--- config.mk ---
export PLATFORM = sky130hd
export DESIGN_NAME = serial_adder_ctrl
export DESIGN_NICKNAME = d
export VERILOG_FILES = /design/src/rtl/serial_adder_ctrl.sv
export SDC_FILE = /design/constraint.sdc
export NUM_CORES = 1
export LEC_CHECK = 0
export ABC_AREA = 1
export ABC_CLOCK_PERIOD_IN_PS = 1750
export BUFFER_PORTS_ARGS = -buffer_cell sky130_fd_sc_hd__buf_2
export CORE_ASPECT_RATIO = 0.6
export CORE_MARGIN = 1
export CORE_UTILIZATION = 35
export CTS_BUF_LIST = sky130_fd_sc_hd__clkbuf_4
export CTS_CLUSTER_SIZE = 8
export DETAILED_ROUTE_END_ITERATION = 8
export HOLD_SLACK_MARGIN = 0.08
export PLACE_DENSITY = 0.56
export SKIP_LAST_GASP = 1
export SYNTH_ARGS = -nofsm -noshare
export SYNTH_HDL_FRONTEND = slang
export SYNTH_SLANG_ARGS = --single-unit
export TNS_END_PERCENT = 5
--- constraint.sdc ---
create_clock -name clk -period 1.75 [get_ports clk]
set_input_delay 0.0875 -clock clk [delete_from_list [all_inputs] [get_ports clk]]
set_output_delay 0.0875 -clock clk [all_outputs]
set_load 0.02 [all_outputs]
--- src/rtl/serial_adder_ctrl.sv ---
// serial_adder_ctrl
//   Bit-serial adder stage. A start in IDLE captures two WIDTH-bit operands
//   and a carry-in into internal shift registers. A single full-adder cell
//   then consumes one bit pair per clock, LSB first, with the carry kept in a
//   flop. After WIDTH RUN cycles the assembled sum and the final carry are
//   published, and done pulses for one cycle.
//
//   Optional feature: define SERIAL_ADD_SUB_EN to add the sub port. With
//   sub=1 the stage loads ~b and forces the carry to 1, so it computes a-b.
//   In that mode cout=1 means no borrow.
//
// Ports
//   clk       in   1      rising-edge clock
//   rst_n     in   1      asynchronous active-low reset
//   start     in   1      request, sampled only in IDLE
//   a, b      in   WIDTH  operands, captured on an accepted start
//   cin       in   1      carry-in, captured on an accepted start
//   sub       in   1      subtract select (only with SERIAL_ADD_SUB_EN)
//   busy      out  1      high whenever the FSM is not in IDLE
//   done      out  1      one-cycle pulse, sum/cout newly updated
//   sum       out  WIDTH  registered result, held until the next completion
//   cout      out  1      registered carry-out, held until the next completion
//   dbg_state out  2      current FSM state (0=IDLE, 1=RUN, 2=DONE)
//
// Handshake: a start that is high at a clock edge while busy=0 is accepted at
// that edge. A start that is high while busy=1 is ignored. done is high for
// exactly the one cycle after the edge that writes sum/cout.
module serial_adder_ctrl #(
   parameter int WIDTH = 8
) (
   input  logic             clk,
   input  logic             rst_n,
   input  logic             start,
   input  logic [WIDTH-1:0] a,
   input  logic [WIDTH-1:0] b,
   input  logic             cin,
`ifdef SERIAL_ADD_SUB_EN
   input  logic             sub,
`endif
   output logic             busy,
   output logic             done,
   output logic [WIDTH-1:0] sum,
   output logic             cout,
   output logic [1:0]       dbg_state
);

   localparam int CW = $clog2(WIDTH);
   localparam logic [CW-1:0] LAST = CW'(WIDTH - 1);

   typedef enum logic [1:0] {
      IDLE = 2'd0,
      RUN  = 2'd1,
      DONE = 2'd2
   } state_t;

   state_t           state_q, state_d;
   logic [WIDTH-1:0] a_sh, b_sh, res_sh;
   logic             carry;
   logic [CW-1:0]    cnt;
   logic             s_bit, carry_nxt;
   logic [WIDTH-1:0] res_nxt;

   // Full-adder cell working on the current LSBs of the shift registers.
   always_comb begin
      s_bit     = a_sh[0] ^ b_sh[0] ^ carry;
      carry_nxt = (a_sh[0] & b_sh[0]) | (carry & (a_sh[0] ^ b_sh[0]));
      res_nxt   = {s_bit, res_sh[WIDTH-1:1]};
   end

   // Next-state logic and state-decoded outputs.
   always_comb begin
      state_d = state_q;
      busy    = 1'b0;
      done    = 1'b0;
      case (state_q)
         IDLE: begin
            if (start) state_d = RUN;
         end
         RUN: begin
            busy = 1'b1;
            if (cnt == LAST) state_d = DONE;
         end
         DONE: begin
            busy    = 1'b1;
            done    = 1'b1;
            state_d = IDLE;
         end
         default: state_d = IDLE;
      endcase
   end

   assign dbg_state = state_q;

   always_ff @(posedge clk or negedge rst_n) begin
      if (!rst_n) begin
         state_q <= IDLE;
         a_sh    <= '0;
         b_sh    <= '0;
         res_sh  <= '0;
         carry   <= 1'b0;
         cnt     <= '0;
         sum     <= '0;
         cout    <= 1'b0;
      end else begin
         state_q <= state_d;
         case (state_q)
            IDLE: begin
               if (start) begin
                  a_sh  <= a;
                  b_sh  <= b;
                  carry <= cin;
                  cnt   <= '0;
`ifdef SERIAL_ADD_SUB_EN
                  // Two's-complement subtract: a + ~b + 1, cin is ignored.
                  if (sub) begin
                     b_sh  <= ~b;
                     carry <= 1'b1;
                  end
`endif
               end
            end
            RUN: begin
               a_sh   <= a_sh >> 1;
               b_sh   <= b_sh >> 1;
               carry  <= carry_nxt;
               res_sh <= res_nxt;
               cnt    <= cnt + CW'(1);
               // Publish on the last bit. The result uses the freshly shifted
               // word, so sum never shows a partial value.
               if (cnt == LAST) begin
                  sum  <= res_nxt;
                  cout <= carry_nxt;
               end
            end
            default: ;
         endcase
      end
   end

endmodule
==> summary.txt <==
Run status
  – Outcome: finished, final reports clean

STA
  – Final setup skew: 0.00605 ns
  – Slew margin rel.: 0.676
  – RSZ-0062 raised after global routing: no
  – Fin crit share: 0.878
  – Final hold violations: 0
  – Fmax: 0.651 GHz
  – Setup TNS: 0 ns
  – Fin Hold WS: 0.312 ns
  – Post-route minimum period: 1.54 ns
  – Setup violators final: 0
  – Fin. max-slew vios: 0
  – Slew @ Worst Pin: 0.486 ns

Yosys
  – Synth area leaders: dfrtp_1 52%, nand2_1 22%, nand3_1 7.1%
  – Cell Area, Synth: 0.00182 sq mm
  – Cell count after synthesis: 222
  – Distinct cell type count after synthesis: 16
  – Post-synth top area cell: dfrtp_1
  – Post-synthesis register bit count: 38
  – Yosys top cell area share: 0.522
  – Sequential-to-total area share from yosys stat: 0.522
  – Post-synth net total: 249
  – Avg Inst Size Synth: 8.21 sq um
  – Synth warn: 0

Clock network
  – TritonCTS clock tree: built
  – H-tree depth: 2
  – Clock transition at path regs: 0.11 ns
  – Worst-Skew Late Latency: 0.34 ns
  – Clock buffer depth: 2
  – Inserted Clock Buffers: 5
  – CTS sink count: 38
  – Root buffer cell: clkbuf_4

Final layout
  – Diodes inserted: 0
  – Share of layout cells above drive strength 1: 0.182
  – Synth-to-layout area growth: 24.5%
  – Most frequent cells in the layout: 106 x nand2_1, 38 x dfrtp_1, 32 x buf_2, 26 x nand3_1, 19 x dlygate4sd3_1
  – Post-route cell area: 0.00227 sq mm
  – Final #Nets: 301
  – Commonest non-fill, non-tap cell in the layout: nand2_1
  – Final core utilization: 0.475

Drt
  – Initial DRC count: 71
  – First drt pass iteration count: 4
  – Mean routed wirelength per cell: 11.0 um
  – WL final: 3720 um
  – DR vias/cell: 4.38
  – Vias: 1477
  – Residual DRC: 0
  – Routed Antenna Nets: 0

Worst setup path
  – Worst R2R End: b_sh[1]
  – Crit path kind: flop to flop
  – Worst R2R Setup Slack: 0.21 ns
  – Critical Path Start: dbg_state[0]
  – Critical path endpoint: b_sh[1]
  – CP required: 2.03 ns
  – Critical Path Sink Type: flop
  – Crit path DAT: 1.82 ns
  – Worst Path Max Fanout: 11
  – FF-to-FF path depth: 7
  – Worst flop-to-flop path startpoint: dbg_state[0]
  – Critical path launch point type: flop

Global routing
  – Most used routing layer: met1
  – Met3 Usage GRT: 0.0394
  – Vias in the first global route: 1402
  – Overall Global Routing Usage: 0.155
  – Met2 GRT Util: 0.210
  – Initial antenna violation count: 0
  – Final global-route overflow total: 0
  – First-pass GRT wire length: 6500 um
  – Grt met1 use: 0.239
  – Largest net degree at the start of global routing: 39

Placement
  – Detailed placement HPWL: 2490 um
  – Port buffer count: 32
  – GPL Wtd Cong: 0.708
  – Cell Area, Placed: 0.00203 sq mm

Floorplan
  – Core area: 0.00478 sq mm
  – Die ar.: 0.00551 sq mm
  – Die height: 57.9 um
  – Row cnt: 19
  – Die W: 95.1 um
  – IO Pins: 33
  – Starting Density: 0.381

Pwr
  – Power Dens Cells: 1380 mW/mm^2
  – Worst vdd ir: 0.772 mV
  – Leak pwr: 0.00125 uW
  – Clock share of power: 0.138
  – Comb pwr share: 0.431
  – Sw frac: 0.419
  – Internal power: 1810 uW
  – Net switching power: 1310 uW
  – Pwr Total: 3120 uW
  – Sequential power share: 0.430

Job
  – Maxcap violations: 0

Worst hold path
  – HP Class: input port to asynchronous set/reset pin
==> cells by family (layout without fill, tap and decap cells) <==
| kind of cell | after synthesis | in the layout | share of synthesized area |
|---|---|---|---|
| buf+inv | 24 | 76 | 0.0721 |
| flops | 38 | 38 | 0.522 |
| simple gates | 139 | 139 | 0.315 |
| fa+ha+maj | 7 | 7 | 0.0522 |
| compound gates | 14 | 14 | 0.0385 |
==> power by group through the flow <==
stage,clock network (uW),logic [uW],registers (uW)
3_3_place_gp,0,1320,1370
6_report,431,1350,1340
4_1_cts,455,1370,1350
5_1_grt,495,1570,1380
3_5_place_dp,0,1340,1360
2_1_floorplan,0,1040,1350
==> Yosys cell counts <==
library cell,n
nand4_1,2
nand2_1,106
inv_4,1
dfrtp_1,38
ha_1,6
buf_2,4
buf_4,5
inv_1,11
nor2_1,1
fa_1,1
nand3_1,26
buf_6,2
inv_2,1
o21ai_0,14
nand2_2,3
nand2_4,1
==> state kept, by name, indices dropped and copies added (netlist names) <==
signal,flops
carry,1
cnt,3
dbg_state,2
a_sh,8
cout,1
sum,8
b_sh,8
res_sh,7
==> cell type report <==
class                           count  area (sq um)
Fill cell                         491          2510
Sequential cell                    38           951
Multi-Input combinational cell    160           739
Timing Repair Buffer               56           400
Tap cell                           63          78.8
Inverter                           13          51.3
Clock buffer                        5          37.5
Clock inverter                      2          10.0
==> worst max-delay path, stage by stage, from the launching register on <==
cell and delay, ns:
dfrtp_1 0.44, inv_1 0.10, ha_1 0.30, inv_2 0.06
nand2_2 0.20, buf_4 0.23, nand3_1 0.09, nand2_1 0.07
==> timing repair <==
| action | 4_1_cts | 5_1_grt |
|---|---|---|
| resized for setup | 0 | 0 |
| hold buffers | 19 | 0 |
| hold endpoints to repair | 56 | 0 |
| setup buffers | 0 | 0 |
==> metrics by stage <==
step	setup WS [ns]	std cells
floorplan	0.331	222
global placement	0.266	311
detailed placement	0.230	311
CTS	0.209	337
global route	0.0801	337
finish	0.214	337
==> worst min-delay path by stage <==
stage,from,to,slack [ns],cells past startpoint
detailed placement,rst_n,dbg_state[0],0.17,2
global placement,rst_n,dbg_state[0],0.17,2
finish,rst_n,res_sh[4],0.31,3
floorplan,rst_n,a_sh[0],-0.21,0
global route,rst_n,b_sh[4],0.35,3
CTS,rst_n,b_sh[4],0.32,3
==> layer usage <==
layer / vias to the layer above / share of wire
met5: - / 0
met4: 0 / 0.0038
met3: 2 / 0.045
met2: 20 / 0.40
met1: 652 / 0.55
li1: 803 / -
Power figures use the tool's default switching activity.
